File: config.mk
export PLATFORM = sky130hd
export DESIGN_NAME = sram_march_bist_flat
export DESIGN_NICKNAME = d
export VERILOG_FILES = /design/src/rtl/sram_bist_pkg.sv /design/src/rtl/sram_march_bist_if.sv /design/src/rtl/sram_bist_checker.sv /design/src/rtl/sram_march_bist.sv /design/src/flat_wrapper.sv
export SDC_FILE = /design/constraint.sdc
export NUM_CORES = 1
export LEC_CHECK = 0
export BUFFER_PORTS_ARGS = -buffer_cell sky130_fd_sc_hd__buf_2
export CORE_UTILIZATION = 53
export CTS_CLUSTER_DIAMETER = 100
export DETAILED_ROUTE_END_ITERATION = 8
export GPL_TIMING_DRIVEN = 0
export PLACE_DENSITY = 0.81
export SKIP_LAST_GASP = 1
export SYNTH_ARGS = -nofsm -noshare
export SYNTH_HDL_FRONTEND = slang
export SYNTH_SLANG_ARGS = --single-unit
File: constraint.sdc
create_clock -name clk -period 4.1 [get_ports clk]
set_input_delay 0.82 -clock clk [delete_from_list [all_inputs] [get_ports clk]]
set_output_delay 0.82 -clock clk [all_outputs]
set_load 0.01 [all_outputs]
File: src/rtl/sram_bist_pkg.sv
// Shared types for the SRAM March C- BIST: FSM states, element codes and the
// read-check record that travels down the checker pipe.
package sram_bist_pkg;
  localparam int BIST_ADDR_W = 8;
  localparam int BIST_DATA_W = 32;

  typedef enum logic [3:0] {IDLE, M0, M1, M2, M3, M4, M5, DRAIN, DONE} state_t;

  typedef logic [2:0] elem_t;
  localparam elem_t EL_M0 = 3'd0;
  localparam elem_t EL_M1 = 3'd1;
  localparam elem_t EL_M2 = 3'd2;
  localparam elem_t EL_M3 = 3'd3;
  localparam elem_t EL_M4 = 3'd4;
  localparam elem_t EL_M5 = 3'd5;

  typedef struct packed {
    elem_t                  elem;
    logic [BIST_ADDR_W-1:0] addr;
    logic [BIST_DATA_W-1:0] expected;
    logic                   port;
  } chk_rec_t;

  function automatic elem_t st_elem(state_t s);
    case (s)
      M1:      return EL_M1;
      M2:      return EL_M2;
      M3:      return EL_M3;
      M4:      return EL_M4;
      M5:      return EL_M5;
      default: return EL_M0;
    endcase
  endfunction

  function automatic state_t st_next(state_t s);
    case (s)
      M0:      return M1;
      M1:      return M2;
      M2:      return M3;
      M3:      return M4;
      M4:      return M5;
      default: return DRAIN;
    endcase
  endfunction

  // M3..M5 walk the array downwards
  function automatic logic el_desc(elem_t e);
    return e >= EL_M3;
  endfunction

  function automatic logic el_rw(elem_t e);
    return (e != EL_M0) && (e != EL_M5);
  endfunction
endpackage

File: src/rtl/sram_march_bist_if.sv
// Macro-side pins of the 1rw1r SRAM: port 0 read/write, port 1 read-only.
interface sram_march_bist_if #(
  parameter int ADDR_W = 8,
  parameter int DATA_W = 32
);
  logic                csb0;
  logic                web0;
  logic [DATA_W/8-1:0] wmask0;
  logic [ADDR_W-1:0]   addr0;
  logic [DATA_W-1:0]   din0;
  logic [DATA_W-1:0]   dout0;
  logic                csb1;
  logic [ADDR_W-1:0]   addr1;
  logic [DATA_W-1:0]   dout1;

  modport master (output csb0, web0, wmask0, addr0, din0, csb1, addr1,
                  input  dout0, dout1);
  modport slave  (input  csb0, web0, wmask0, addr0, din0, csb1, addr1,
                  output dout0, dout1);
endinterface

File: src/rtl/sram_bist_checker.sv
// Read-data checker: delays each read record by RD_LAT, compares the selected
// port's dout against it and keeps the first failure plus a sticky ok flag.
module sram_bist_checker
  import sram_bist_pkg::*;
#(
  parameter int ADDR_W = BIST_ADDR_W,
  parameter int DATA_W = BIST_DATA_W,
  parameter int RD_LAT = 1
) (
  input  logic              clk,
  input  logic              reset,
  input  logic              clr,
  input  logic              rd_vld,
  input  chk_rec_t          rd_rec,
  input  logic [DATA_W-1:0] dout0,
  input  logic [DATA_W-1:0] dout1,
  output logic              ok,
  output elem_t             fail_elem,
  output logic [ADDR_W-1:0] fail_addr,
  output logic [DATA_W-1:0] fail_data
);
  logic [RD_LAT:1]   vld_pipe;
  chk_rec_t          rec_pipe [1:RD_LAT];
  chk_rec_t          ex;
  logic [DATA_W-1:0] rdata;
  logic              miss;

  assign ex    = rec_pipe[RD_LAT];
  assign rdata = ex.port ? dout1 : dout0;
  assign miss  = vld_pipe[RD_LAT] && (rdata != ex.expected);

  always_ff @(posedge clk or posedge reset) begin
    if (reset) begin
      vld_pipe <= '0;
      for (int i = 1; i <= RD_LAT; i++) rec_pipe[i] <= '0;
      ok        <= 1'b0;
      fail_elem <= '0;
      fail_addr <= '0;
      fail_data <= '0;
    end else begin
      vld_pipe[1] <= rd_vld;
      rec_pipe[1] <= rd_rec;
      for (int i = 2; i <= RD_LAT; i++) begin
        vld_pipe[i] <= vld_pipe[i-1];
        rec_pipe[i] <= rec_pipe[i-1];
      end
      // ok doubles as "no failure captured yet", so only the first miss latches
      if (clr) begin
        ok        <= 1'b1;
        fail_elem <= '0;
        fail_addr <= '0;
        fail_data <= '0;
      end else if (miss && ok) begin
        ok        <= 1'b0;
        fail_elem <= ex.elem;
        fail_addr <= ex.addr;
        fail_data <= rdata;
      end
    end
  end
endmodule

File: src/rtl/sram_march_bist.sv
// March C- BIST initiator for the 32x256 1rw1r SRAM: FSM, address walk and
// registered port drivers; read checking lives in sram_bist_checker.
module sram_march_bist
  import sram_bist_pkg::*;
#(
  parameter int                ADDR_W  = BIST_ADDR_W,
  parameter int                DATA_W  = BIST_DATA_W,
  parameter int                DEPTH   = 2**ADDR_W,
  parameter int                RD_LAT  = 1,
  parameter logic [DATA_W-1:0] PATTERN = 32'h5555_AAAA
) (
  input  logic              clk,
  input  logic              reset,
  input  logic              start,
  output logic              busy,
  output logic              done,
  output logic              pass,
  output elem_t             fail_elem,
  output logic [ADDR_W-1:0] fail_addr,
  output logic [DATA_W-1:0] fail_data,
  sram_march_bist_if.master mem
);
  localparam logic [ADDR_W-1:0] ADDR_MAX = ADDR_W'(DEPTH - 1);
  localparam int                CNT_W    = $clog2(RD_LAT + 1) + 1;

  // one access cycle worth of port pins plus its check record
  typedef struct packed {
    logic                csb0;
    logic                web0;
    logic [DATA_W/8-1:0] wmask0;
    logic [ADDR_W-1:0]   addr0;
    logic [DATA_W-1:0]   din0;
    logic                csb1;
    logic [ADDR_W-1:0]   addr1;
    logic                rd;
    chk_rec_t            rec;
  } step_t;

  function automatic step_t idle_step();
    step_t s = '0;
    s.csb0 = 1'b1;
    s.web0 = 1'b1;
    s.csb1 = 1'b1;
    return s;
  endfunction

  function automatic step_t issue(elem_t e, logic [ADDR_W-1:0] a, logic wr_ph);
    step_t s = idle_step();
    if (e == EL_M5) begin
      s.csb1  = 1'b0;
      s.addr1 = a;
    end else begin
      s.csb0  = 1'b0;
      s.addr0 = a;
      if (wr_ph || e == EL_M0) begin
        s.web0   = 1'b0;
        s.wmask0 = '1;
        s.din0   = e[0] ? ~PATTERN : PATTERN;
      end
    end
    if (e != EL_M0 && !wr_ph) begin
      s.rd           = 1'b1;
      s.rec.elem     = e;
      s.rec.addr     = a;
      s.rec.expected = e[0] ? PATTERN : ~PATTERN;
      s.rec.port     = (e == EL_M5);
    end
    return s;
  endfunction

  function automatic logic [ADDR_W-1:0] first_addr(elem_t e);
    return el_desc(e) ? ADDR_MAX : '0;
  endfunction

  function automatic logic [ADDR_W-1:0] last_addr(elem_t e);
    return el_desc(e) ? '0 : ADDR_MAX;
  endfunction

  state_t            state;
  elem_t             el;
  logic [ADDR_W-1:0] addr;
  logic [ADDR_W-1:0] nxt_addr;
  logic              ph;
  logic [CNT_W-1:0]  dcnt;
  step_t             acc;
  logic              clr;
  logic              chk_ok;

  assign el       = st_elem(state);
  assign nxt_addr = el_desc(el) ? addr - 1'b1 : addr + 1'b1;
  assign clr      = start && (state == IDLE || state == DONE);

  // acc always holds the access being driven this cycle; outputs come straight from it
  always_ff @(posedge clk or posedge reset) begin
    if (reset) begin
      state <= IDLE;
      addr  <= '0;
      ph    <= 1'b0;
      dcnt  <= '0;
      busy  <= 1'b0;
      done  <= 1'b0;
      acc   <= idle_step();
    end else begin
      acc <= idle_step();
      case (state)
        IDLE, DONE: if (start) begin
          state <= M0;
          addr  <= '0;
          ph    <= 1'b0;
          busy  <= 1'b1;
          done  <= 1'b0;
          acc   <= issue(EL_M0, '0, 1'b0);
        end
        DRAIN: if (dcnt == CNT_W'(RD_LAT)) begin
          state <= DONE;
          busy  <= 1'b0;
          done  <= 1'b1;
        end else begin
          dcnt <= dcnt + 1'b1;
        end
        default: if (el_rw(el) && !ph) begin
          ph  <= 1'b1;
          acc <= issue(el, addr, 1'b1);
        end else begin
          ph <= 1'b0;
          if (addr != last_addr(el)) begin
            addr <= nxt_addr;
            acc  <= issue(el, nxt_addr, 1'b0);
          end else if (state == M5) begin
            state <= DRAIN;
            dcnt  <= '0;
          end else begin
            state <= st_next(state);
            addr  <= first_addr(el + 3'd1);
            acc   <= issue(el + 3'd1, first_addr(el + 3'd1), 1'b0);
          end
        end
      endcase
    end
  end

  assign mem.csb0   = acc.csb0;
  assign mem.web0   = acc.web0;
  assign mem.wmask0 = acc.wmask0;
  assign mem.addr0  = acc.addr0;
  assign mem.din0   = acc.din0;
  assign mem.csb1   = acc.csb1;
  assign mem.addr1  = acc.addr1;
  assign pass       = done & chk_ok;

  sram_bist_checker #(
    .ADDR_W (ADDR_W),
    .DATA_W (DATA_W),
    .RD_LAT (RD_LAT)
  ) u_chk (
    .clk       (clk),
    .reset     (reset),
    .clr       (clr),
    .rd_vld    (acc.rd),
    .rd_rec    (acc.rec),
    .dout0     (mem.dout0),
    .dout1     (mem.dout1),
    .ok        (chk_ok),
    .fail_elem (fail_elem),
    .fail_addr (fail_addr),
    .fail_data (fail_data)
  );
endmodule
File: src/flat_wrapper.sv
// flat-port wrapper written by rule: the top's interface ports become plain ports
module sram_march_bist_flat import sram_bist_pkg::*;
#(
  parameter int                ADDR_W  = BIST_ADDR_W,
  parameter int                DATA_W  = BIST_DATA_W,
  parameter int                DEPTH   = 2**ADDR_W,
  parameter int                RD_LAT  = 1,
  parameter logic [DATA_W-1:0] PATTERN = 32'h5555_AAAA
)
  (clk, reset, start, busy, done, pass, fail_elem, fail_addr, fail_data, mem_csb0, mem_web0, mem_wmask0, mem_addr0, mem_din0, mem_csb1, mem_addr1, mem_dout0, mem_dout1);
  sram_march_bist_if #(.ADDR_W(ADDR_W), .DATA_W(DATA_W)) mem_i ();
  input  logic clk;
  input  logic reset;
  input  logic start;
  output logic busy;
  output logic done;
  output logic pass;
  output elem_t fail_elem;
  output logic [ADDR_W-1:0] fail_addr;
  output logic [DATA_W-1:0] fail_data;
  output wire logic [$bits(mem_i.csb0)-1:0] mem_csb0;
  output wire logic [$bits(mem_i.web0)-1:0] mem_web0;
  output wire logic [$bits(mem_i.wmask0)-1:0] mem_wmask0;
  output wire logic [$bits(mem_i.addr0)-1:0] mem_addr0;
  output wire logic [$bits(mem_i.din0)-1:0] mem_din0;
  output wire logic [$bits(mem_i.csb1)-1:0] mem_csb1;
  output wire logic [$bits(mem_i.addr1)-1:0] mem_addr1;
  input wire logic [$bits(mem_i.dout0)-1:0] mem_dout0;
  input wire logic [$bits(mem_i.dout1)-1:0] mem_dout1;
  assign mem_csb0 = mem_i.csb0;
  assign mem_web0 = mem_i.web0;
  assign mem_wmask0 = mem_i.wmask0;
  assign mem_addr0 = mem_i.addr0;
  assign mem_din0 = mem_i.din0;
  assign mem_csb1 = mem_i.csb1;
  assign mem_addr1 = mem_i.addr1;
  assign mem_i.dout0 = mem_dout0;
  assign mem_i.dout1 = mem_dout1;
  sram_march_bist #(.ADDR_W(ADDR_W), .DATA_W(DATA_W), .DEPTH(DEPTH), .RD_LAT(RD_LAT), .PATTERN(PATTERN)) u_core (.clk(clk), .reset(reset), .start(start), .busy(busy), .done(done), .pass(pass), .fail_elem(fail_elem), .fail_addr(fail_addr), .fail_data(fail_data), .mem(mem_i));
endmodule
* Yosys cells after proc, flatten, opt, wreduce, memory -nomap -nowiden
Cells that the tools add are included.
** Word-level totals
- Output and inout port bits :: 101
- Register bits after elaboration :: 206
** Operators by class
- $add $sub $neg :: 4
- Equality and inequality tests :: 23
- Muxes and demuxes :: 59
- Reduce and logical (&&, ||, !) cells :: 21
- Magnitude comparators :: 2
- Bitwise logic cells :: 3
** Operators with widths (count)
- two-way mux 100 bit :: 4
- two-way mux 32 bit :: 9
- one-hot mux 100 bit (2 select lines) :: 1
- two-way mux 46 bit :: 3
- two-way mux 45 bit :: 2
- two-way mux 8 bit :: 9
- != test 32 bit :: 1
- one-hot mux 3 bit (5 select lines) :: 2
- two-way mux 9 bit :: 3
- two-way mux 4 bit :: 5
- equality test 4 x 3 -> 1 bit (second input constant) :: 4
- one-hot mux 8 bit (2 select lines) :: 1
- two-way mux 5 bit :: 2
- != test 2 bit (second input constant) :: 5
- != test 3 bit (second input constant) :: 3
- adder 8 x 1 -> 8 bit (second input constant) :: 1
- equality test 4 x 2 -> 1 bit (second input constant) :: 2
- two-way mux 2 bit :: 4
- != test 8 bit :: 1
- one-hot mux 4 bit (2 select lines) :: 1
- AND reduction 4 bit :: 2
- subtractor 8 x 1 -> 8 bit (second input constant) :: 1
- two-way mux 1 bit :: 7
- equality test 3 bit (second input constant) :: 2
- 24 further kinds :: 37

* Logic depth before layout (Yosys ltp)
Gate-level depths: netlist (run 1).
- Depth in word-level cells :: 10
- Mapped depth :: 19
- Gate-level depth less buffers :: 16

* Hierarchy
Synthesis (run 1) repeated with hierarchy kept, for this count alone.
** Unflattened totals
- Cell total of the unflattened synthesis :: 627
- Area, all modules :: 7263.2 sq um
** By module, submodules not included
- sram_bist_checker :: cells an instance 313, times used 1, area each 4145.2 sq um
- sram_march_bist :: cells an instance 314, times used 1, area each 3118.0 sq um

* Worst setup path after synthesis (run 1)
No wires, ideal clock.
- Path type :: register to register
- Start point :: register u_core.state[0]
- End point :: register u_core.acc, in the netlist u_core.mem.addr0[7]
- Arrival time :: 3.429 ns
- Cell stages (with the launch flop) :: 19
- Required time :: 3.974 ns
- Buffers on the path :: 2
- Path slack :: 0.545 ns
- Library setup time :: 0.126 ns
- Cells stage by stage :: dfrtp_1 > clkbuf_1 > nand2_1 > nor2_1 > a21oi_1 > nor2_1 > ha_1 > inv_1 > ha_1 > clkbuf_1 > inv_1 > ha_1 > a21o_1 > a21oi_1 > o21ai_0 > o31a_1 > nor4b_1 > a21oi_1 > o311a_1
** On the way
- Cells in the longest elaborated chain, start to end :: 10
- Elaborated cells on any way between the ends :: 30
- Those cells by class :: add/sub (1); order compare (2); eq/ne (11); mux (11); reduce/logical (5)
** Ends and longest elaborated chain
- start, declared :: RTL line sram_march_bist.sv:79 : state_t state;
- start signal, assigned :: RTL line sram_march_bist.sv:133 : state <= st_next(state);
- equality test 4 x 3 -> 1 bit (tied with other cells) :: RTL line sram_bist_pkg.sv:25, sram_march_bist.sv:129
- one-hot mux 3 bit (5 select lines) :: RTL line sram_bist_pkg.sv:25 : case (s)
- adder 3 x 1 -> 3 bit :: RTL line sram_march_bist.sv:135 : acc <= issue(el + 3'd1, first_addr(el + 3'd1), 1'b0);
- >= comparator 3 x 2 -> 1 bit :: RTL line sram_bist_pkg.sv:48 : return e >= EL_M3;
- two-way mux 8 bit :: RTL line sram_march_bist.sv:72 : return el_desc(e) ? ADDR_MAX : '0;
- two-way mux 46 bit :: RTL line sram_march_bist.sv:49 : if (e == EL_M5) begin
- two-way mux 100 bit :: RTL line sram_march_bist.sv:129 : end else if (state == M5) begin
- two-way mux 100 bit :: RTL line sram_march_bist.sv:126 : if (addr != last_addr(el)) begin
- two-way mux 100 bit :: RTL line sram_march_bist.sv:121 : default: if (el_rw(el) && !ph) begin
- one-hot mux 100 bit (2 select lines) (*) :: RTL line sram_march_bist.sv:105 : case (state)
- end signal, assigned :: RTL line sram_march_bist.sv:104 : acc <= idle_step();
- end signal, assigned :: RTL line sram_march_bist.sv:123 : acc <= issue(el, addr, 1'b1);
- end signal, assigned :: RTL line sram_march_bist.sv:128 : acc <= issue(el, nxt_addr, 1'b0);
- end, declared :: RTL line sram_march_bist.sv:85 : step_t acc;
Mark *: on every way between the ends. The rest lies on a longest branch, timed or not.
A chain may end at the register's enable or synchronous reset.

* Worst setup path after layout (run 1)
- Start point :: register u_core.state[0]
- End point :: register u_core.state[1]
** On the way
- Cells in the longest elaborated chain, start to end :: 7
- Elaborated cells on any way between the ends :: 28
- Those cells by class :: order compare (1); eq/ne (14); mux (7); reduce/logical (6)
** Ends and longest elaborated chain (RTL line)
- equality test 4 x 3 -> 1 bit (tied with other cells) :: sram_bist_pkg.sv:25, sram_march_bist.sv:129
- one-hot mux 3 bit (5 select lines) :: sram_bist_pkg.sv:25
- >= comparator 3 x 2 -> 1 bit (tied with other cells) :: sram_bist_pkg.sv:48
- two-way mux 8 bit / logical AND 1 bit (equally long branches) :: sram_march_bist.sv:76, sram_bist_pkg.sv:52
- != test 8 bit / logical AND 1 bit (equally long branches) :: sram_march_bist.sv:126, sram_march_bist.sv:121
- != test 3 bit (no source line)
- AND reduction 4 bit (no source line)
Several ways; a longest one is shown, not always the timed one. The select of a mux whose other input is x is not followed.

==> results.tsv, run 1 <==
metric	value	unit
Yosys reg bits	111	
CP Launch Type	register	
sequential share of the synthesized area	45.3	%
Clock Latency Late Sink	0.34	ns
vias in the first global route	4828	
Worst Setup SP	u_core.state[0]	
hold_sp	u_core.acc[44]	
post-route ant nets	0	
fmax	257	MHz
Crit Path Category	reg2reg	
largest net degree at the start of global routing	63	
Synth Instances	623	
initial core utilization	55.4	%
final instance area	0.00750	mm²
CTS HTree Levels	3	
Required @ worst endpoint	4.33	ns
TritonCTS Buffers	9	
clock transition at the registers of the reported paths	0.07	ns
DR vias	5063	
delay-heaviest family, CP	compound AO/OA/AOI/OAI gates	
Tcrit/Tclk final	94.8	%
PortBufs	167	
Remaining Overflow, GRT	0	
diodes inserted	0	
DR iter-0 viols	317	
DR DRC count	0	
Synth warnings	0	
Setup Skew	0.0106	ns
die area	0.0120	mm²
syn_area_per_cell	9.86	µm²
Most used DFF post-synth	dfrtp_1	
CTS tree	yes	
first-pass GRT wire length	23.7	mm
critical-path cell list	clkbuf_2 -> nand2_1 -> nor2_1 -> a21oi_1 -> nor2_2 -> ha_1 -> inv_1 -> ha_2 -> inv_1 -> ha_2 -> nand4_1 -> a211o_1 -> buf_2 -> a21oi_2 -> o21ai_1 -> o32a_1	
number of placement rows	38	
min cycle time layout	3.89	ns
routability congestion estimate	0.881	
initial antenna violation count	0	
Slew Viols, Final	0	
CP max stage cell	dfrtp_1	
Reg2Reg Capture Point	u_core.state[1]	
cell area power density	653	mW/mm²
Setup TNS Final	0	ns
Worst Path Max Fanout	10	
# IOs	168	
Worst R2R Path Depth	16	
CTS sink cnt	111	
final net count	885	
Arrival @ worst endpoint	4.12	ns
Final Hold Fails	0	
post-synthesis async set-or-reset flop share	100	%
die span in x	110	µm
drt total wl	15.0	mm
count of cell types in the netlist	60	
Post-synth EDFFs	0	
Placed Area	0.00718	mm²
hold slack	0.341	ns
Die Ht	110	µm
DR pass1 iterations	5	
dpl cells	931	
flop-to-flop setup slack	0.21	ns
Mapped Nets	705	
mapped cell area	0.00614	mm²
CP bufs+invs	4	
hold path endpoint	u_core.u_chk.vld_pipe	
final std cells w/o fill	948	
deepest clock path buffer count	2	
Layout area overhead	22.2	%
HP Class	reg2reg	
Root Buffer	clkbuf_16	
worst hold path depth	0	
All-Layer GR Usage	25.9	%
max_slew headroom	47.2	%
DPL Wire Length	11.4	mm
Worst VDD drop	0.390	mV
status	complete, no violations	
Core Box Area	0.0111	mm²
r2r startpoint	u_core.state[0]	
Least-Margin Pin Slew	0.793	ns
Vias/cell	5.34	
Maximum Capacitance Violations	0	
Setup crit end kind	register	
max incr delay on CP	0.44	ns
Final setup viols	0	
wire per inst	15.9	µm
layout cells sized above 1	37.1	%
leakage power	4.12	nW
cells in the final DEF, fill, tap and decap left out, types with 8 or more instances in the layout:
cell type	count
a21oi_1	28
buf_2	171
buf_4	55
clkbuf_1	14
clkbuf_16	9
dfrtp_1	108
ha_1	12
inv_1	11
mux2_2	20
mux2i_1	50
nand2_1	119
nand2b_1	8
nand3_1	14
nor2_1	30
nor3_1	8
nor4_1	10
o21ai_0	26
logic make-up after synthesis:
kind of cell    synth area share (%)
mux                             12.9
buf+inv                         10.9
flops                           45.3
simple gates                    17.9
fa+ha+maj                       3.18
compound gates                  8.62
xor+xnor                        1.14
stage by stage:
stage / setup WS, ns / total power [W] / util [%]
finish: 0.212 / 0.00490 / 67.7
global route: -0.0222 / 0.00525 / 67.7
CTS: 0.0201 / 0.00490 / 67.5
detailed placement: -0.299 / 0.00405 / 64.8
global placement: -0.707 / 0.00397 / 64.6
floorplan: 0.354 / 0.00325 / -
report_power, final:
part / switching, W / leakage (nW) / internal (W) / total, W
combinational: 0.00132 / 2.51 / 0.00104 / 0.00236
clock: 0.000418 / 0.140 / 0.000424 / 0.000842
sequential: 0.000237 / 1.47 / 0.00146 / 0.00170
total: 0.00198 / 4.12 / 0.00292 / 0.00490
flip-flops by register name, indices dropped and copies added, names as in the netlist, 4 cells and up:
name,count
u_core.u_chk.fail_data,32
u_core.state,4
u_core.mem.addr0,8
u_core.mem.addr1,8
u_core.u_chk.ex,13
u_core.acc,14
u_core.u_chk.fail_addr,8
u_core.addr,8
cell type report:
class                   instances  area (µm²)
plain buffers                  80         618
clock buffers                  10         229
clock inverters                 6        51.3
fillers                       894        3580
inverters                      13        51.3
multi-input cells             417        2710
flip-flops and latches        111        2780
well taps                     140         175
repair buffers                171         886
synth_stat cells (2+ instances only):
master | instances | area (µm²)
nand2_1 | 119 | 447
dfrtp_1 | 108 | 2700
buf_4 | 52 | 390
mux2i_1 | 50 | 500
nor2_1 | 31 | 116
a21oi_1 | 29 | 145
o21ai_0 | 26 | 130
mux2_2 | 20 | 225
clkbuf_1 | 17 | 63.8
nand3_1 | 15 | 75.1
ha_1 | 14 | 175
inv_1 | 12 | 45.0
nor4_1 | 10 | 62.6
nand2b_1 | 8 | 50.1
nor3_1 | 8 | 40.0
and2_1 | 7 | 43.8
a21o_1 | 6 | 45.0
nor2b_1 | 6 | 37.5
or2_2 | 6 | 37.5
buf_12 | 5 | 100
nand4_1 | 5 | 31.3
xnor2_1 | 5 | 43.8
buf_2 | 4 | 20.0
nor4bb_1 | 4 | 40.0
o21ai_1 | 4 | 20.0
buf_6 | 3 | 33.8
dfstp_2 | 3 | 78.8
mux2_4 | 3 | 45.0
nand3b_1 | 3 | 22.5
o22ai_1 | 3 | 18.8
or3_1 | 3 | 18.8
xor2_1 | 3 | 26.3
a22oi_1 | 2 | 15.0
a31oi_1 | 2 | 12.5
and3_1 | 2 | 12.5
worst max path at each step:
| stage | to | slack (ns) | cells after the start |
|---|---|---|---|
| finish | u_core.state[1] | 0.21 | 16 |
| global route | u_core.mem.addr0[7] | -0.02 | 17 |
| CTS | u_core.mem.addr0[7] | 0.02 | 18 |
| detailed placement | u_core.mem.addr1[1] | -0.30 | 17 |
| global placement | u_core.dcnt[1] | -0.71 | 2 |
| floorplan | u_core.acc[0] | 0.35 | 1 |
repair_timing:
item,in CTS,in global routing
setup endpoints to repair,39,47
resized for setup,3,6
cloned,0,0
pin swaps,1,1
buffers inserted,1,2
hold buffers,0,0
layer usage:
metal  global-route usage, %  part of all wire [%]
met5                       0                     0
met1                    33.1                    43
met2                    44.3                    49
met4                    9.52                   2.0
met3                    4.09                   5.6
(Power assumes the default switching activity.)
==> inputs of run 2 (changes only) <==
--- a/config.mk
+++ b/config.mk
@@ -5,8 +5,9 @@
 export SDC_FILE = /design/constraint.sdc
 export NUM_CORES = 1
 export LEC_CHECK = 0
+export ABC_AREA = 1
 export BUFFER_PORTS_ARGS = -buffer_cell sky130_fd_sc_hd__buf_2
-export CORE_UTILIZATION = 53
+export CORE_UTILIZATION = 54
 export CTS_CLUSTER_DIAMETER = 100
 export DETAILED_ROUTE_END_ITERATION = 8
 export GPL_TIMING_DRIVEN = 0
==> run 2 against run 1 <==
  * Via count is 19% higher
  * Power down 58%
  * Global-route usage is 1.5 points higher
  * Cell count up 22%
  * Critical endpoint is now u_core.addr[3]
  * Largest power group is now sequential cells
==> results.tsv, run 2 <==
metric	value	unit
min cycle time layout	3.71	ns
Most used DFF post-synth	dfrtp_1	
Root Buffer	clkbuf_16	
fmax	269	MHz
DPL Wire Length	12.2	mm
routability congestion estimate	0.941	
Final Hold Fails	0	
clock power share	41.0	%
Worst Path Max Fanout	8	
first-pass GRT wire length	26.7	mm
sw power	0.000470	W
most common cell after layout, fill and taps aside	nand2_1	
final net count	1091	
DR DRC count	0	
Arrival @ worst endpoint	3.96	ns
wire per inst	14.2	µm
initial core utilization	55.5	%
Worst VDD drop	0.221	mV
die span in x	111	µm
number of placement rows	39	
status	complete, no violations	
CP max stage cell	dfrtp_1	
Mapped Nets	912	
register area	0.00278	mm²
Die Ht	111	µm
RSZ-0062 raised after global routing	false	
vias in the first global route	5684	
footprint of the multi-input gates	0.00261	mm²
DR vias	6007	
commonest cells after routing, fill and taps aside	255 x nand2_1, 175 x buf_2, 108 x dfrtp_1, 95 x inv_1, 62 x nor2_1	
die area	0.0122	mm²
Setup crit end kind	register	
CTS HTree Levels	3	
Final setup viols	0	
Slew Viols, Final	0	
diodes inserted	0	
Tcrit/Tclk final	90.6	%
delay-heaviest family, CP	simple AND/OR/NAND/NOR gates	
deepest clock path buffer count	2	
dpl cells	1141	
Top reg by flops	u_core.u_chk.fail_data	
layout cells sized above 1	28.4	%
Required @ worst endpoint	4.35	ns
drt total wl	16.4	mm
HP Class	reg2reg	
CP Launch Type	register	
TritonCTS Buffers	9	
CTS tree	yes	
cell area power density	265	mW/mm²
fillers	966	
sw frac	23.0	%
Yosys top cell by area	dfrtp_1	
Clock Latency Late Sink	0.36	ns
max incr delay on CP	0.42	ns
combinational fraction of design power	5.3	%
top cells by area, synth	dfrtp_1 42%, nand2_1 15%, buf_4 6.2%	
mapped cell area	0.00637	mm²
Largest register FFs	32	
Pint	0.00157	W
post-route setup slack	0.385	ns
Crit Path Category	reg2reg	
count of cell types in the netlist	40	
clock transition at the registers of the reported paths	0.07	ns
critical-path cell list	inv_1 -> nand2_1 -> nor3_1 -> nor2_2 -> inv_1 -> ha_1 -> inv_1 -> ha_1 -> inv_1 -> ha_1 -> clkbuf_1 -> nand2_1 -> nor3_1 -> nand2_1 -> inv_1 -> nand2_1 -> o211ai_1 -> nand2_1 -> o21ai_0	
Remaining Overflow, GRT	0	
Maximum Capacitance Violations	0	
Core Util, Final	67.1	%
Synth top area share	42.4	%
Synth warnings	0	
sequential share of the synthesized area	43.7	%
DR pass1 iterations	5	
post-CTS setup buffers	0	
Least-Margin Pin Slew	0.703	ns
most common cell in the netlist	nand2_1	
CTS sink cnt	111	
most frequent cells after synthesis	255 x nand2_1, 108 x dfrtp_1, 96 x inv_1	
Layout area overhead	20.8	%
Flop pwr share	53.7	%
post-route ant nets	0	
syn_area_per_cell	7.67	µm²
Synth Instances	830	
final instance area	0.00769	mm²
initial antenna violation count	0	
largest net degree at the start of global routing	77	
DR iter-0 viols	386	
All-Layer GR Usage	27.4	%
# IOs	168	
max_slew headroom	52.9	%
dpl ws	0.316	ns
Placed Area	0.00741	mm²
final std cells w/o fill	1157	
CP bufs+invs	6	
leakage power	4.64	nW
Vias/cell	5.19	
Post-synth EDFFs	0	
Core Box Area	0.0115	mm²
Setup Skew	0.0108	ns
PortBufs	167	
Yosys reg bits	111	
Setup TNS Final	0	ns
post-synthesis async set-or-reset flop share	100	%
run 2: logic make-up (layout without fill, tap and decap cells):
kind of cell	after synthesis	count (layout)	share of synthesized area [%]
adder cells (fa/ha/maj)	15	15	3.06
flip-flops	111	111	43.7
XOR/XNOR	5	5	0.688
AND/OR/NAND/NOR	453	453	31.9
AO/OA/AOI/OAI	60	60	5.30
buffers and inverters	186	370	15.4
run 2: final cells by class:
cell class / count / area share (%)
clock buffers: 12 / 3.20
multi-input cells: 533 / 34.0
well taps: 143 / 2.33
clock inverters: 4 / 0.390
flip-flops and latches: 111 / 36.1
inverters: 102 / 5.07
repair buffers: 168 / 11.2
plain buffers: 84 / 7.69
run 2: final timing paths:
kind                                 startpoint                  end  slack, ns  cells past startpoint
worst min-delay path             u_core.acc[43]  u_core.u_chk.ex[43]       0.35                      0
worst max register to register  u_core.state[3]       u_core.addr[3]       0.39                     19
min in group asynchronous                 reset  u_core.mem.addr0[7]       0.49                      2
max in group asynchronous                 reset       u_core.addr[1]       2.89                      3
worst min register to register   u_core.acc[43]  u_core.u_chk.ex[43]       0.35                      0
worst max-delay path            u_core.state[3]       u_core.addr[3]       0.39                     19
run 2: layer usage:
| metal | track usage (%) | wire [µm] |
|---|---|---|
| met5 | 0 | 0 |
| met4 | 14.9 | 573 |
| met3 | 4.77 | 1090 |
| met2 | 46.0 | 8120 |
| met1 | 33.5 | 6660 |
run 2: stage by stage:
stage                     hold slack [ns]  power (W)
after CTS                           0.353    0.00205
after global placement              0.332    0.00122
after floorplan                     0.331    0.00117
after global routing                0.359    0.00211
final                               0.353    0.00204
after detailed placement            0.335    0.00122
run 2: power by group through the flow:
stage / sequential (W) / combinational (W) / clock [W]
3_5_place_dp: 0.00112 / 0.000107 / 0
4_1_cts: 0.00110 / 0.000108 / 0.000843
6_report: 0.00110 / 0.000108 / 0.000836
3_3_place_gp: 0.00112 / 0.000102 / 0
5_1_grt: 0.00110 / 0.000123 / 0.000887
2_1_floorplan: 0.00112 / 0.0000554 / 0
run 2: worst reg2reg max path: cells and delay by family, from the launching register on:
kind,cells,cell delay [ns]
AO/OA/AOI/OAI,2,0.48
adder cells (fa/ha/maj),3,0.78
buffers and inverters,6,0.85
flip-flops,1,0.42
AND/OR/NAND/NOR,8,1.07
run 2: repair_timing:
item                                    in CTS  in global routing
endpoints found under the setup margin       0                 21
hold buffers                                 0                  0
gates resized for setup                      0                  2
==> inputs of run 3 (changes only) <==
--- a/config.mk
+++ b/config.mk
@@ -6,13 +6,14 @@
 export NUM_CORES = 1
 export LEC_CHECK = 0
 export ABC_AREA = 1
-export BUFFER_PORTS_ARGS = -buffer_cell sky130_fd_sc_hd__buf_2
-export CORE_UTILIZATION = 54
+export CORE_UTILIZATION = 65
 export CTS_CLUSTER_DIAMETER = 100
 export DETAILED_ROUTE_END_ITERATION = 8
+export DONT_BUFFER_PORTS = 1
 export GPL_TIMING_DRIVEN = 0
 export PLACE_DENSITY = 0.81
 export SKIP_LAST_GASP = 1
 export SYNTH_ARGS = -nofsm -noshare
 export SYNTH_HDL_FRONTEND = slang
+export SYNTH_HIERARCHICAL = 1
 export SYNTH_SLANG_ARGS = --single-unit
==> run 3 against run 2 <==
  * Synthesized cell count is 12% higher
  * Synthesized area increased by 18%
  * Global-route usage is 5.2 points higher
  * Critical endpoint is now u_core/acc[40]
  * Highest routed layer unchanged
  * Via count up 5.9%
==> results.tsv, run 3 <==
metric	value	unit
largest net degree at the start of global routing	48	
DR iter-0 viols	487	
Placed Area	0.00773	mm²
TritonCTS Buffers	17	
count of cell types in the netlist	34	
final net count	1032	
final std cells w/o fill	1102	
commonest cells after routing, fill and taps aside	336 x nand2_1, 139 x dfrtp_1, 94 x nand3_1, 63 x inv_1, 55 x buf_4	
Worst Path Max Fanout	10	
final instance area	0.00832	mm²
dpl ws	0.563	ns
die span in x	110	µm
Yosys reg bits	142	
Required @ worst endpoint	4.44	ns
Core Box Area	0.0110	mm²
Synth top area share	46.3	%
drt total wl	18.5	mm
hold buffers post-CTS	0	
post-route setup slack	0.500	ns
die area	0.0120	mm²
flop-to-flop setup slack	0.50	ns
Clock Latency Late Sink	0.42	ns
# IOs	168	
layout cells sized above 1	15.5	%
r2r startpoint	u_core/state[0]	
CTS sink cnt	142	
post-CTS setup buffers	0	
Synth Instances	929	
Setup TNS Final	0	ns
sequential share of the synthesized area	47.4	%
Largest register FFs	44	
Flop pwr share	33.1	%
Layout area overhead	10.8	%
Slew Viols, Final	0	
Setup crit end	u_core/acc[40]	
max_slew headroom	57.2	%
Yosys top cell by area	dfrtp_1	
number of placement rows	38	
diodes inserted	0	
most common cell after layout, fill and taps aside	nand2_1	
deepest clock path buffer count	2	
Die Ht	110	µm
combinational fraction of design power	46.3	%
Setup Skew	0.00457	ns
wire per inst	16.8	µm
mapped cell area	0.00751	mm²
cell area power density	897	mW/mm²
RSZ-0062 raised after global routing	false	
top cells by area, synth	dfrtp_1 46%, nand2_1 17%, nand3_1 6.3%	
CP Launch Type	register	
initial core utilization	68.1	%
Worst Setup SP	u_core/state[0]	
syn_area_per_cell	8.09	µm²
PortBufs	0	
CTS HTree Levels	4	
Crit Path Category	reg2reg	
initial antenna violation count	0	
DPL Wire Length	13.4	mm
Worst R2R Path Depth	16	
post-synthesis async set-or-reset flop share	100	%
most frequent cells after synthesis	336 x nand2_1, 139 x dfrtp_1, 94 x nand3_1	
post-route ant nets	0	
dpl cells	1071	
Mapped Nets	1011	
leakage power	4.58	nW
Remaining Overflow, GRT	0	
Most used DFF post-synth	dfrtp_1	
vias in the first global route	6214	
Worst VDD drop	0.598	mV
Synth warnings	6	
CTS tree	yes	
min cycle time layout	3.60	ns
routability congestion estimate	0.890	
Arrival @ worst endpoint	3.94	ns
All-Layer GR Usage	32.6	%
DR vias	6362	
Setup crit end kind	register	
Tcrit/Tclk final	87.8	%
Pint	0.00422	W
Final Hold Fails	0	
first-pass GRT wire length	29.2	mm
# resized after CTS	0	
Reg2Reg Capture Point	u_core/acc[40]	
status	complete, no violations	
Final setup viols	0	
Root Buffer	clkbuf_16	
HP Class	in2async	
Post-synth EDFFs	0	
clock power share	20.6	%
sw power	0.00324	W
clock transition at the registers of the reported paths	0.06	ns
sw frac	43.4	%
DR DRC count	0	
Maximum Capacitance Violations	0	
Vias/cell	5.77	
DR pass1 iterations	5	
Least-Margin Pin Slew	0.642	ns
most common cell in the netlist	nand2_1	
fmax	278	MHz
-- run 3: cell types whose count changed after synthesis, sizes merged, moves of 16 or more --
cell	delta
nor2	-16
o21ai	-20
nand2	+90
nand3	+32
dfrtp	+31
inv	-26
nand3b	+24
-- run 3: worst min-delay path by stage --
stage	start	end	slack, ns	depth (start not counted)
2_1_floorplan	u_core/acc[0]	u_core/u_chk/ex[0]	0.33	0
3_3_place_gp	u_core/acc[42]	u_core/u_chk/ex[42]	0.33	0
3_5_place_dp	u_core/acc[44]	u_core/u_chk/vld_pipe	0.34	0
4_1_cts	reset	u_core/mem.addr1[6]	0.21	1
5_1_grt	reset	u_core/mem.addr0[7]	0.21	1
6_report	reset	u_core/mem.addr0[7]	0.21	1
-- run 3: worst max-delay path, stage by stage (launching register included) --
cell and delay [ns]:
dfrtp_1 0.37, buf_6 0.14, nand2_1 0.09, nor3_1 0.06
nor2_1 0.34, inv_1 0.17, ha_1 0.23, inv_1 0.06
ha_1 0.28, inv_2 0.14, ha_1 0.42, nand2_1 0.10
nor3_1 0.33, nand2_2 0.23, nand2_2 0.16, nand3_2 0.21
nor2_1 0.17
-- run 3: metal layers --
metal | up-vias | share of wire [%] | track usage [%]
met3 | 67 | 7.7 | 8.60
met4 | 0 | 3.6 | 18.3
met1 | 3045 | 37 | 36.2
li1 | 2978 | - | -
met5 | - | 0 | 0
met2 | 272 | 51 | 56.6
-- run 3: power by group through the flow --
stage	Clock (W)	Sequential (W)	Combinational (W)
detailed placement	0	0.00249	0.00339
global placement	0	0.00246	0.00330
CTS	0.00157	0.00247	0.00342
floorplan	0	0.00235	0.00272
global route	0.00162	0.00255	0.00384
finish	0.00154	0.00247	0.00346
-- run 3: cells by family (layout without fill, tap and decap cells) --
kind of cell	Yosys count	count (layout)	share of synthesized area (%)
xor gates and xnor gates	3	3	0.350
buffers and inverters	162	195	12.2
DFF	142	142	47.4
and+or+nand+nor	578	578	35.4
adders and majority gates	15	15	2.60
AOI/OAI and AO/OA	29	29	2.15
-- run 3: final cells by class --
class | instances | area, µm²
multi-input cells | 625 | 3040
flip-flops and latches | 142 | 3560
fillers | 815 | 2710
plain buffers | 84 | 619
well taps | 140 | 175
clock buffers | 24 | 482
repair buffers | 2 | 40.0
clock inverters | 7 | 110
inverters | 78 | 298
-- run 3: through the flow --
| stage | hold slack [ns] | util, % | total power (W) |
|---|---|---|---|
| detailed placement | 0.336 | 70.1 | 0.00588 |
| CTS | 0.205 | 75.4 | 0.00746 |
| global placement | 0.332 | 69.7 | 0.00576 |
| global route | 0.213 | 75.4 | 0.00801 |
| finish | 0.212 | 75.4 | 0.00747 |
| floorplan | 0.331 | - | 0.00507 |
